--- src/rtl/booth_product_accumulator.sv ---
// Frame accumulator for Booth multiplier products: sums beats into a wide running sum and
// presents one registered result per frame. Define ACC_SATURATE_EN to clamp on overflow instead of wrapping.
module booth_product_accumulator #(
  parameter int PROD_W = 32,
  parameter int ACC_W  = 40,
  parameter int CNT_W  = 8
) (
  input  logic              clk,
  input  logic              rst_n,
  input  logic              prod_valid,
  input  logic [PROD_W-1:0] prod_data,
  input  logic              prod_last,
  output logic              prod_ready,
  input  logic              clr,
  output logic              acc_valid,
  output logic [ACC_W-1:0]  acc_data,
  output logic [CNT_W-1:0]  acc_count,
  output logic              acc_ovf,
  input  logic              acc_ready
);

`ifdef ACC_SATURATE_EN
  localparam bit SAT_EN = 1'b1;
`else
  localparam bit SAT_EN = 1'b0;
`endif

  typedef enum logic [1:0] {IDLE, ACCUM, HOLD} state_t;

  state_t             state_p0, state_d;
  logic [ACC_W-1:0]   sum_p0, sum_d, base_sum;
  logic [CNT_W-1:0]   cnt_p0, cnt_d, base_cnt;
  logic               ovf_p0, ovf_d, base_ovf;
  logic [ACC_W:0]     sum_nx;
  logic               load_res;

  function automatic logic [ACC_W:0] add_ext(input logic [ACC_W-1:0] a,
                                             input logic [PROD_W-1:0] p);
    return {1'b0, a} + (ACC_W+1)'(p);
  endfunction

  // Carry out of the top bit either clamps to all-ones or is dropped (modulo wrap).
  function automatic logic [ACC_W-1:0] sat_sum(input logic [ACC_W:0] s);
    return (SAT_EN && s[ACC_W]) ? {ACC_W{1'b1}} : s[ACC_W-1:0];
  endfunction

  function automatic logic [CNT_W-1:0] cnt_inc(input logic [CNT_W-1:0] c);
    return (c == {CNT_W{1'b1}}) ? c : c + CNT_W'(1);
  endfunction

  // clr wipes the frame first so a beat in the same cycle starts a fresh frame.
  assign base_sum   = clr ? '0   : sum_p0;
  assign base_cnt   = clr ? '0   : cnt_p0;
  assign base_ovf   = clr ? 1'b0 : ovf_p0;
  assign sum_nx     = add_ext(base_sum, prod_data);
  assign prod_ready = (state_p0 != HOLD);
  assign acc_valid  = (state_p0 == HOLD);

  always_comb begin
    state_d  = state_p0;
    sum_d    = sum_p0;
    cnt_d    = cnt_p0;
    ovf_d    = ovf_p0;
    load_res = 1'b0;
    case (state_p0)
      HOLD: begin
        if (acc_ready) begin
          state_d = IDLE;
          sum_d   = '0;
          cnt_d   = '0;
          ovf_d   = 1'b0;
        end
      end
      default: begin
        if (clr) begin
          state_d = IDLE;
          sum_d   = '0;
          cnt_d   = '0;
          ovf_d   = 1'b0;
        end
        if (prod_valid) begin
          sum_d = sat_sum(sum_nx);
          cnt_d = cnt_inc(base_cnt);
          ovf_d = base_ovf | sum_nx[ACC_W];
          if (prod_last) begin
            state_d  = HOLD;
            load_res = 1'b1;
          end else begin
            state_d = ACCUM;
          end
        end
      end
    endcase
  end

  // Stage 0: frame accumulation state
  always_ff @(posedge clk or negedge rst_n) begin
    if (!rst_n) begin
      state_p0 <= IDLE;
      sum_p0   <= '0;
      cnt_p0   <= '0;
      ovf_p0   <= 1'b0;
    end else begin
      state_p0 <= state_d;
      sum_p0   <= sum_d;
      cnt_p0   <= cnt_d;
      ovf_p0   <= ovf_d;
    end
  end

  // Stage 1: result registers, loaded only on the edge that accepts the last beat
  always_ff @(posedge clk or negedge rst_n) begin
    if (!rst_n) begin
      acc_data  <= '0;
      acc_count <= '0;
      acc_ovf   <= 1'b0;
    end else if (load_res) begin
      acc_data  <= sum_d;
      acc_count <= cnt_d;
      acc_ovf   <= ovf_d;
    end
  end

endmodule

--- config.mk ---
export PLATFORM = sky130hd
export DESIGN_NAME = booth_product_accumulator
export DESIGN_NICKNAME = d
export VERILOG_FILES = /design/src/rtl/booth_product_accumulator.sv
export SDC_FILE = /design/constraint.sdc
export NUM_CORES = 1
export LEC_CHECK = 0
export CAP_MARGIN = 30
export CORE_MARGIN = 1
export CORE_UTILIZATION = 50
export CTS_BUF_LIST = sky130_fd_sc_hd__clkbuf_8 sky130_fd_sc_hd__clkbuf_16
export DETAILED_ROUTE_END_ITERATION = 10
export PLACE_DENSITY = 0.74
export SETUP_SLACK_MARGIN = 0.3
export SYNTH_ARGS = -nofsm -noshare
export SYNTH_HDL_FRONTEND = slang
export SYNTH_SLANG_ARGS = --single-unit
--- constraint.sdc ---
create_clock -name clk -period 3.3 [get_ports clk]
set_clock_uncertainty 0.1 [all_clocks]
set_input_delay 0.66 -clock clk [delete_from_list [all_inputs] [get_ports clk]]
set_output_delay 0.66 -clock clk [all_outputs]
set_load 0.02 [all_outputs]
# ---- Yosys cells after proc, flatten, opt, wreduce, memory -nomap -nowiden
# Cells that the tools add are included.
dict set report op_classes {
  add_sub_neg 2
  n_eq_ne 4
  n_mux 21
  bitwise 1
  reduce_logical 2
}
# op n
set ops {}
lappend ops {{$mux 40} 4}
lappend ops {{$add 40x32->41} 1}
lappend ops {{$mux 8} 5}
lappend ops {{$mux 2} 5}
lappend ops {{$add 8x1->8 const B} 1}
lappend ops {{$eq 8x8->1 const B} 1}
lappend ops {{$mux 1} 7}
lappend ops {{$reduce_bool 3->1} 1}
lappend ops {{$eq 2x2->1 const B} 1}
lappend ops {{$ne 2x1->1 const B} 1}
lappend ops {{$ne 2x2->1 const B} 1}
lappend ops {{$reduce_and 2->1} 1}
lappend ops {{$or 1x1->1} 1}
dict set report totals {
  regBits 100
  out_inout_bits 51
}

# ---- Longest topological paths before layout
# Gate-level depths: netlist of the first run.
dict set report logic_depth {
  word_depth 5
  ltp_mapped 15
  depth_no_buf 13
}

# ---- Least setup slack after synthesis of the first run
# OpenSTA, ideal clock, no wires.
dict set report synth_timing {
  kind {in2reg}
  from {input port clr}
  to {register acc_ovf}
  setup_ns 0.077
  arrival_ns 3.425
  required_ns 3.123
  setup_slack_ns -0.302
  cell_stages 15
  cell_sequence {clkbuf_1 > clkbuf_1 > nor2b_1 > ha_1 > inv_1 > fa_1 > nand2b_1 > a21oi_1 > o211ai_1 > nand3_4 > a21oi_2 > o21bai_4 > a211oi_4 > or4b_1 > a21oi_1}
}
dict set report synth_between {
  elab_chain_cells 5
  elab_cells_between_ends 6
  cone_classes {add/sub: 1; mux: 4; bitwise: 1}
}
# element line
set synth_rtl {}
lappend synth_rtl {{start: declaration} 14} ;# input logic clr,
lappend synth_rtl {{$mux 40} 52} ;# assign base_sum = clr ? '0 : sum_p0;
lappend synth_rtl {{$add 40x32->41} 39} ;# return {1'b0, a} + (ACC_W+1)'(p);
lappend synth_rtl {{$or 1x1->1} 84} ;# ovf_d = base_ovf | sum_nx[ACC_W];
lappend synth_rtl {{$mux 1 (*)} 81} ;# if (prod_valid) begin
lappend synth_rtl {{$mux 1 (*)} 65} ;# case (state_p0)
lappend synth_rtl {{end signal: assignment} 120} ;# acc_ovf <= ovf_d;
lappend synth_rtl {{end: declaration} 18} ;# output logic acc_ovf,
# Mark *: on every way between the ends. The rest lies on a longest branch, timed or not.
# A chain may end at the register's enable or synchronous reset.

# ---- Worst setup path after layout of the first run
dict set report layout_timing {
  from {input port clr}
  to {register acc_data[31]}
}
dict set report layout_between {
  elab_chain_cells 4
}
# element line
set layout_rtl {}
lappend layout_rtl {{$mux 40 (*)} {52, 75}}
lappend layout_rtl {{$add 40x32->41} 39}
lappend layout_rtl {{$mux 40 (*)} 81}
lappend layout_rtl {{$mux 40 (*)} 65}
lappend layout_rtl {{end signal: assignment} 118} ;# acc_data <= sum_d;
lappend layout_rtl {{end: declaration} 16} ;# output logic [ACC_W-1:0] acc_data,
# Marks and branches as above.

==> metrics, run 1 <==
status finished with violations; failing checks design-rule violations; H-tree depth 3; Critical path buffers and inverters 2; Synth top area share 0.4136; sequential share of the synthesized area 0.4136; Pleak 4.089 nW; syn avg cell area 9.168 um2; ys async rst share 1.000; fin crit period 3.006 ns; kind of cell adding the most delay to the critical path compound AO/OA/AOI/OAI gates; Synth area leader dfrtp_1; largest net degree at the start of global routing 58; maximum clock frequency 0.3327 GHz; TritonCTS Buffers 9; GR Layer Usage met2 0.4986; GR Overflow Total 0; Die Wd 112.0 um; Placer Congestion 0.9016; WS Path Type input port to flop; CP Capture Type flop; Placed Area 7796 um2; Synth Cell Area 6051 um2; reported max-cap violation count 0; Worst Hold Class input port to async pin; CP arrival 3.15 ns; drt pass-1 iters 10; number of nets with antenna violations after routing 0; number of synthesized flops with an enable pin 0; Avg WL per Cell 18.68 um; share of cells above drive strength 1 0.2730; VDD IR max 0.3830 mV; Post-Syn Instances 660; most instantiated library cell after synthesis nand2_1; number of port buffers 88; GR peak layer met2; worst-path cell chain buf_12 -> buf_12 -> nor2b_4 -> ha_4 -> and2_4 -> a221o_1 -> o21a_4 -> o21ai_2 -> nor3b_4 -> a21oi_2 -> a31oi_1 -> xnor2_1 -> mux2_4; full die area 12550 um2; final hold violation count 0; utilization after layout 0.7573; Most used DFF post-synth dfrtp_1; Seq cells post-synth 100; Data required, critical path 3.44 ns; Area growth, synth to finish 45.35%; Initial Util 0.5210; fin area 8795 um2; synth unique cells 60; gr usage total 0.2991; Max transition margin 0.6139; cts hold-fix bufs 0; PwrDens 554.5 nW/um2; vias in the first global route 6008; Synth top cells by count nand2_1 (109), dfrtp_1 (100), o21ai_0 (55); DRC 4; clock buffer depth 2; Synth area leaders dfrtp_1 (41%), ha_1 (6.8%), nand2_1 (6.8%), o21ai_0 (4.5%), nor2b_1 (3.8%); CTS sink cnt 100; Setup violations, final 0; met1 GRT Util 0.3788; post-DP HPWL 12.40 mm; Antenna Cells 0; critical path startpoint category input port; RSZ-0062 raised after global routing true; final WL 18.47 mm; I/O pin count 89; worst slew pin tran 0.5792 ns; via count 5882; 1st-iter DRT viols 379; Worst path slowest cell a221o_1; Core ar. 11610 um2; Largest stage delay, worst path 0.36 ns; Ys Warns 0; initial antenna violation count 0; Crit path top cell by count buf_12; clk_lat worst skew 0.36 ns; standard-cell rows 39; Worst R2R Setup Slack 0.44 ns; Final Max Tran Viols 0; Final period util 0.9109; DR vias/cell 5.947; Clk pin slew, worst setup/hold paths 0.07 ns; syn nets 732; critical path fanouts, max 6; nets 914; CTS tree built; Die H 112.0 um; first-pass GRT wire length 29.47 mm; met3 Use GR 0.04518; clk root buf clkbuf_16
==> logic make-up (layout without fill, tap and decap cells) <==
logic type,after synthesis,in the layout,share of synthesized area
XOR/XNOR,30,30,0.04342
AND/OR/NAND/NOR,241,241,0.1950
adder cells (fa/ha/maj),34,34,0.07155
AO/OA/AOI/OAI,190,190,0.2099
flip-flops,100,100,0.4136
buffers and inverters,44,230,0.02771
multiplexers,21,21,0.03887
==> cell type report <==
class                           count  area, um2
Multi-Input combinational cell    516       3939
Fill cell                         765       2819
Sequential cell                   100       2502
Timing Repair Buffer              201       1829
Clock buffer                       10      239.0
Tap cell                          143      178.9
Clock inverter                      5      53.80
Inverter                           14      52.55
==> worst paths after layout <==
check | startpoint | endpoint | cells past startpoint
worst max-delay path | clr | acc_data[31]$_DFFE_PN0P_ | 13
worst min-delay path | rst_n | sum_p0[22]$_DFF_PN0_ | 1
worst max register to register | sum_p0[0]$_DFF_PN0_ | acc_data[31]$_DFFE_PN0P_ | 13
worst min register to register | acc_data[29]$_DFFE_PN0P_ | acc_data[29]$_DFFE_PN0P_ | 2
max in group asynchronous | rst_n | cnt_p0[5]$_DFF_PN0_ | 2
min in group clk | acc_data[29]$_DFFE_PN0P_ | acc_data[29]$_DFFE_PN0P_ | 2
==> worst register-to-register path, cell delays in order, from the launching register on <==
cell	delay, ns
dfrtp_1	0.38
nor2b_4	0.13
ha_2	0.18
buf_4	0.13
buf_4	0.12
a21o_1	0.16
and3_1	0.21
o21a_4	0.23
o21ai_2	0.15
nor3b_4	0.25
a21oi_2	0.09
a31oi_1	0.20
xnor2_1	0.13
mux2_4	0.28
==> through the flow <==
step	std cells	TNS (ns)	power (mW)	worst slack, ns	hold WS (ns)
after floorplan	660	-0.03858	2.694	-0.03067	0.2644
after global routing	989	0	5.117	0.2243	0.2428
after detailed placement	958	-22.47	3.557	-0.5815	0.3629
after CTS	984	0	4.709	0.2565	0.2139
after global placement	958	-17.42	3.490	-0.4880	0.3534
final	989	0	4.877	0.2942	0.1971
==> flip-flops by register name, summed over array words and instances, names as in the netlist <==
signal and cells:
state_p0 2, sum_p0 40, acc_count 8, ovf_p0 1
cnt_p0 8, acc_data 40, acc_ovf 1
==> routing by layer <==
layer	up-vias	part of all wire	wire, um
met4	0	0.027	490
met3	41	0.052	964
met1	2912	0.43	7923
li1	2716	-	-
met2	213	0.49	9095
met5	-	0	0
==> cell usage in the layout, fill, tap and decap left out, types with 5 or more instances in the layout <==
cell type / count
a31oi_1: 11
dlygate4sd2_1: 5
nand2b_1: 8
ha_4: 14
nand4_1: 7
clkbuf_16: 10
nor2_1: 27
nand2_1: 107
xor2_1: 12
o21ai_2: 7
inv_1: 13
and3_1: 9
dfrtp_1: 100
ha_1: 17
nand3_1: 11
buf_4: 106
nor3_1: 6
xnor2_1: 18
a21oi_2: 6
dlymetal6s2s_1: 5
mux2_2: 13
clkdlybuf4s50_1: 76
nor2b_1: 25
nor2b_4: 9
o21ai_0: 47
a22o_1: 14
a21oi_1: 28
a21o_1: 20
o21ai_1: 9
o211ai_1: 7
==> power by group <==
group | switching (mW) | total (mW) | internal (mW)
Sequential | 0.153 | 1.65 | 1.49
Combinational | 1.09 | 2.16 | 1.07
Clock | 0.467 | 1.07 | 0.600
Total | 1.71 | 4.88 | 3.17
==> timing repair <==
action / CTS / global route
gates cloned: 1 / 1
pin swaps: 22 / 49
endpoints found under the setup margin: 63 / 43
resized for setup: 39 / 74
setup buffers: 10 / 4
(Power assumes the default switching activity.)
==> run 2: changes to the inputs <==
--- a/config.mk
+++ b/config.mk
@@ -10,7 +10,7 @@
 export CORE_UTILIZATION = 50
 export CTS_BUF_LIST = sky130_fd_sc_hd__clkbuf_8 sky130_fd_sc_hd__clkbuf_16
 export DETAILED_ROUTE_END_ITERATION = 10
-export PLACE_DENSITY = 0.74
+export DONT_BUFFER_PORTS = 1
 export SETUP_SLACK_MARGIN = 0.3
 export SYNTH_ARGS = -nofsm -noshare
 export SYNTH_HDL_FRONTEND = slang
==> constraint.sdc (replaced) <==
create_clock -name clk -period 2.9 [get_ports clk]
set_clock_uncertainty 0.1 [all_clocks]
set_input_delay 0.58 -clock clk [delete_from_list [all_inputs] [get_ports clk]]
set_output_delay 0.58 -clock clk [all_outputs]
set_load 0.02 [all_outputs]
==> run 2 against run 1 <==
Net effect: the flow finishes with violations (design-rule violations, negative hold slack, negative setup slack); first-iteration DRC count is 14% lower; power increased by 0.64%; via count down 14%; design area shrank 16%; global-route usage down 4.0 points; clock power increased by 9%; sequential share of layout area is 5.3 points higher; largest power group is now sequential cells; die area unchanged.
==> metrics, run 2 (synthesis results as in run 1) <==
status finished with violations (unchanged); failing checks design-rule violations, negative hold slack, negative setup slack (was design-rule violations); critical path fanouts, max 3 (was 6); post-DP HPWL 10.87 mm (was 12.40 mm); full die area 12550 um2 (unchanged); Max transition margin 0.4688 (was 0.6139); I/O pin count 89 (unchanged); CTS tree built (unchanged); Antenna Cells 0 (unchanged); GR Overflow Total 0 (unchanged); Clk pin slew, worst setup/hold paths 0.07 ns (about the same); reg2reg path depth 13 (unchanged); Worst R2R Setup Slack -0.005 ns (was 0.44 ns); nets 774 (was 914); clk root buf clkbuf_16 (unchanged); worst r2r src sum_p0[8]$_DFF_PN0_ (was sum_p0[0]$_DFF_PN0_); Initial Util 0.5210 (unchanged); reported max-cap violation count 0 (unchanged); worst slew pin tran 0.7948 ns (was 0.5792 ns); most common cell after layout, fill and taps aside nand2_1 (unchanged); Tot Pwr 4.908 mW (was 4.877 mW); RSZ-0062 raised after global routing true (unchanged); fin area 7412 um2 (was 8795 um2); final hold violation count 100 (was 0); clk_lat worst skew 0.36 ns (about the same); CTS sink cnt 100 (unchanged); maximum clock frequency 0.3442 GHz; Die H 112.0 um (unchanged); TritonCTS Buffers 9 (unchanged); commonest cells after routing, fill and taps aside nand2_1 (108), dfrtp_1 (100), buf_4 (47) (was nand2_1 (107), buf_4 (106), dfrtp_1 (100)); largest net degree at the start of global routing 101 (was 58); Pleak 3.471 nW (was 4.089 nW); utilization after layout 0.6382 (was 0.7573); Final Max Tran Viols 0 (unchanged); VDD IR max 0.4424 mV (was 0.3830 mV); Die Wd 112.0 um (unchanged); final WL 15.77 mm (was 18.47 mm); Setup violations, final 1 (was 0); vias in the first global route 5084 (was 6008); Layout fillers 987 (was 765); H-tree depth 3 (unchanged); CP Capture Type flop (unchanged); Sw Share 0.3699 (was 0.3509); Data required, critical path 3.04 ns (was 3.44 ns); Area growth, synth to finish 22.50% (was 45.35%); P_int 3.092 mW (was 3.165 mW); DRC 6 (was 4); PnR worst setup slack -0.005033 ns (was 0.2942 ns); Final period util 1.002; Worst Hold Class input port to async pin (unchanged); 1st-iter DRT viols 327 (was 379); standard-cell rows 39 (unchanged); clock buffer depth 2 (unchanged); first-pass GRT wire length 25.72 mm (was 29.47 mm); sequential share of power 0.431 (was 0.337); fin crit period 2.905 ns; via count 5065 (was 5882); Placer Congestion 0.9491 (was 0.9016); number of port buffers 0 (was 88); Comb power frac 0.330 (was 0.444); initial antenna violation count 0 (unchanged); reg-to-reg endpoint acc_data[24]$_DFFE_PN0P_ (was acc_data[31]$_DFFE_PN0P_); largest registers acc_data x40, sum_p0 x40 (unchanged); critical path startpoint category flop (was input port); total net switching power 1.816 mW (was 1.711 mW); CP arrival 3.05 ns (was 3.15 ns); WS Path Type flop to flop (was input port to flop); WHS -0.1851 ns (was 0.1971 ns); gr usage total 0.2593 (was 0.2991); PwrDens 662.1 nW/um2 (was 554.5 nW/um2); number of nets with antenna violations after routing 0 (unchanged); Placed Area 6539 um2 (was 7796 um2); DR vias/cell 5.959 (was 5.947); drt pass-1 iters 8 (was 10); clock power share 0.239 (was 0.219); setup TNS -0.005033 ns (was 0 ns); share of cells above drive strength 1 0.2461 (was 0.2730); Core ar. 11610 um2 (unchanged); Avg WL per Cell 18.55 um (was 18.68 um)
-- run 2: changes by cell type in the layout (fill, tap and decap cells not counted), moves of 7 or more --
cell and delta:
buf_6 +10, xnor2_1 -7, buf_4 -59, ha_1 +11
o21ai_0 -27, o21ai_1 +25, ha_4 -9, clkdlybuf4s50_1 -76
-- run 2: stage by stage --
stage,instances,hold WS [ns],setup WS (ns)
finish,850,-0.1851,-0.005033
global route,850,-0.2004,-0.1004
CTS,840,-0.1950,-0.001051
detailed placement,819,0.1868,-0.1946
global placement,819,0.1875,-0.1107
floorplan,660,0.1844,-0.3495
-- run 2: area by class of cell --
cell class | count | area [um2] | share of cell area
inverter | 14 | 52.55 | 0.007090
tap | 143 | 178.9 | 0.02414
clock inverter | 7 | 60.06 | 0.008103
timing repair buffer | 61 | 519.2 | 0.07005
multi-input combinational | 516 | 3874 | 0.5226
clock buffer | 9 | 225.2 | 0.03038
sequential | 100 | 2502 | 0.3376
-- run 2: what timing repair did --
| action | in CTS | in global routing |
|---|---|---|
| buffers inserted | 5 | 10 |
| resized for setup | 52 | 56 |
| endpoints found under the hold margin | 100 | 100 |
| pin swaps | 40 | 51 |
| gates cloned | 0 | 0 |
| endpoints found under the setup margin | 49 | 60 |
-- run 2: power groups by stage --
stage                     Combinational (mW)  Clock (mW)  Sequential [mW]
after floorplan                         1.00           0             2.08
after global placement                  1.31           0             2.13
after detailed placement                1.34           0             2.14
after CTS                               1.46        1.20             2.12
after global routing                    1.78        1.25             2.15
final                                   1.62        1.17             2.12
-- run 2: per-layer routing --
layer  track usage  vias to the layer above  share of wire
met5             0                        -              0
met1        0.3446                     2494           0.45
met2        0.4265                      130           0.49
met4       0.08444                        0          0.013
li1              -                     2426              -
met3       0.05063                       15          0.051
-- run 2: how the worst max path moves through the flow --
| stage | start | endpoint | cells past startpoint |
|---|---|---|---|
| 6_report | sum_p0[8]$_DFF_PN0_ | acc_data[24]$_DFFE_PN0P_ | 13 |
| 5_1_grt | sum_p0[0]$_DFF_PN0_ | acc_ovf$_DFFE_PN0P_ | 14 |
| 4_1_cts | sum_p0[0]$_DFF_PN0_ | acc_ovf$_DFFE_PN0P_ | 14 |
| 3_5_place_dp | clr | acc_data[31]$_DFFE_PN0P_ | 11 |
| 3_3_place_gp | clr | acc_data[31]$_DFFE_PN0P_ | 11 |
| 2_1_floorplan | clr | acc_ovf$_DFFE_PN0P_ | 15 |
-- run 2: worst max-delay path: stages, from the launching register on --
cell and delay, ns:
dfrtp_1 0.38, nor2b_1 0.13, ha_1 0.32, a21o_1 0.18, and2_4 0.15, o31ai_4 0.27, nand3_4 0.13, buf_6 0.14
buf_6 0.11, a21oi_4 0.17, o21ai_2 0.11, a31oi_2 0.22, xnor2_1 0.12, mux2_2 0.27
==> run 3: changes to the inputs <==
--- a/config.mk
+++ b/config.mk
@@ -12,6 +12,7 @@
 export DETAILED_ROUTE_END_ITERATION = 10
 export DONT_BUFFER_PORTS = 1
 export SETUP_SLACK_MARGIN = 0.3
+export SKIP_CTS_REPAIR_TIMING = 1
 export SYNTH_ARGS = -nofsm -noshare
 export SYNTH_HDL_FRONTEND = slang
 export SYNTH_SLANG_ARGS = --single-unit
==> run 3 against run 2 <==
Net effect: the flow finishes with violations (design-rule violations, negative hold slack); design area fell by 1.6%; non-clock buffer count shrank 5; setup slack gained 0.0083 ns; register-to-register slack is essentially flat; global-route usage fell by 0.37 points; fmax is 0.29% higher; clock power is essentially flat; clock-buffer cell count did not move; wire length shrank 0.21%; largest power group unchanged; highest routed layer unchanged.
==> metrics, run 3 (synthesis results as in run 1) <==
status finished with violations (unchanged); failing checks design-rule violations, negative hold slack (was design-rule violations, negative hold slack, negative setup slack); Final period util 0.9989 (was 1.002); Placed Area 6539 um2 (unchanged); CTS tree built (unchanged); Antenna Cells 0 (unchanged); CP Capture Type flop (unchanged); gr usage total 0.2556 (was 0.2593); reported max-cap violation count 0 (unchanged); GR Overflow Total 0 (unchanged); Die Wd 112.0 um (unchanged); Data required, critical path 3.04 ns (about the same); fin area 7292 um2 (was 7412 um2); nets 769 (was 774); number of port buffers 0 (unchanged); WS Path Type flop to flop (unchanged); Initial Util 0.5210 (unchanged); fin crit period 2.897 ns (was 2.905 ns); Layout fillers 1007 (was 987); area of the multi-input gates 3829 um2 (was 3874 um2); dpl cells 819 (unchanged); post-DP HPWL 10.87 mm (unchanged); VDD IR max 0.4248 mV (was 0.4424 mV); initial antenna violation count 0 (unchanged); clk_lat worst skew 0.36 ns (about the same); worst slew pin tran 0.8141 ns (was 0.7948 ns); DRC 6 (unchanged); full die area 12550 um2 (unchanged); vias in the first global route 5028 (was 5084); share of cells above drive strength 1 0.2450 (was 0.2461); FF+latch area 2502 um2 (unchanged); Setup violations, final 0 (was 1); Core ar. 11610 um2 (unchanged); Avg WL per Cell 18.62 um (was 18.55 um); Placer Congestion 0.9491 (unchanged); commonest cells after routing, fill and taps aside nand2_1 (107), dfrtp_1 (100), buf_4 (52) (was nand2_1 (108), dfrtp_1 (100), buf_4 (47)); Final Max Tran Viols 0 (unchanged); Worst R2R Setup Slack 0.003 ns (was -0.005 ns); CP arrival 3.04 ns (was 3.05 ns); first-pass GRT wire length 25.42 mm (was 25.72 mm); via count 5066 (was 5065); critical path fanouts, max 6 (was 3); Pleak 3.422 nW (was 3.471 nW); setup TNS 0 ns (was -0.005033 ns); Worst Hold Class input port to async pin (unchanged); Max transition margin 0.4559 (was 0.4688); most common cell after layout, fill and taps aside nand2_1 (unchanged); critical path startpoint category flop (unchanged); 1st-iter DRT viols 338 (was 327); H-tree depth 3 (unchanged); maximum clock frequency 0.3452 GHz (was 0.3442 GHz); clk root buf clkbuf_16 (unchanged); CTS sink cnt 100 (unchanged); clock buffer depth 2 (unchanged); RSZ-0062 raised after global routing true (unchanged); Clk pin slew, worst setup/hold paths 0.07 ns (about the same); drt pass-1 iters 7 (was 8); final WL 15.74 mm (was 15.77 mm); Die H 112.0 um (unchanged); Area growth, synth to finish 20.51% (was 22.50%); utilization after layout 0.6279 (was 0.6382); Finished Layout Cells 845 (was 850); PwrDens 663.6 nW/um2 (was 662.1 nW/um2); final hold violation count 100 (unchanged); TritonCTS Buffers 9 (unchanged); WHS -0.1834 ns (was -0.1851 ns); I/O pin count 89 (unchanged); largest net degree at the start of global routing 101 (unchanged); number of nets with antenna violations after routing 0 (unchanged); largest registers acc_data x40, sum_p0 x40 (unchanged); standard-cell rows 39 (unchanged); reg2reg path depth 12 (was 13); DR vias/cell 5.995 (was 5.959)
## run 3: cell count changes in the layout (fill, tap and decap cells not counted), moves of 2 or more
cell     before  now
nor2b_2       1    3
ha_4          5    2
buf_6        13    3
a31oi_1      10    8
nor2_2        0    2
nor2b_4       5    1
xor2_1        8   10
a21oi_2       8   10
nor2b_1      31   33
xnor2_2       6    8
buf_4        47   52
o21ai_1      34   32
ha_2          0    2
xor2_2        4    2
## run 3: worst paths after layout
check	start	end
worst max-delay path	sum_p0[8]$_DFF_PN0_	acc_data[34]$_DFFE_PN0P_
worst min-delay path	rst_n	acc_data[29]$_DFFE_PN0P_
worst max register to register	sum_p0[8]$_DFF_PN0_	acc_data[34]$_DFFE_PN0P_
worst min register to register	sum_p0[16]$_DFF_PN0_	sum_p0[16]$_DFF_PN0_
max in group asynchronous	rst_n	acc_data[1]$_DFFE_PN0P_
min in group clk	prod_last	acc_data[8]$_DFFE_PN0P_
## run 3: area by class of cell
type	instances	share of cell area
Clock buffer	9	0.03089
Inverter	14	0.007207
Multi-Input combinational cell	516	0.5251
Timing Repair Buffer	56	0.06091
Tap cell	143	0.02454
Sequential cell	100	0.3432
Clock inverter	7	0.008236
## run 3: per-layer routing
layer  track usage  part of all wire
met4       0.08978             0.018
met2        0.4120              0.47
met1        0.3435              0.45
met5             0                 0
met3       0.05063             0.057
## run 3: where the power goes
group / switching [mW] / total (mW) / internal [mW]
combinational: 0.805 / 1.55 / 0.747
clock: 0.580 / 1.17 / 0.595
sequential: 0.417 / 2.11 / 1.70
## run 3: worst max-delay path, stage by stage, from the launching register on
cell	delay [ns]
dfrtp_1	0.38
nor2b_1	0.13
ha_1	0.30
a21o_1	0.20
and2_4	0.17
o31ai_4	0.26
nand3_4	0.13
a21oi_4	0.21
o21bai_4	0.10
buf_6	0.12
a211o_4	0.35
a311oi_2	0.25
nor3_1	0.09
## run 3: through the flow
stage,power [mW],setup slack [ns]
6_report,4.839,0.003281
5_1_grt,5.106,-0.1083
4_1_cts,4.657,-0.06912
3_5_place_dp,3.473,-0.1946
3_3_place_gp,3.444,-0.1107
2_1_floorplan,3.083,-0.3495
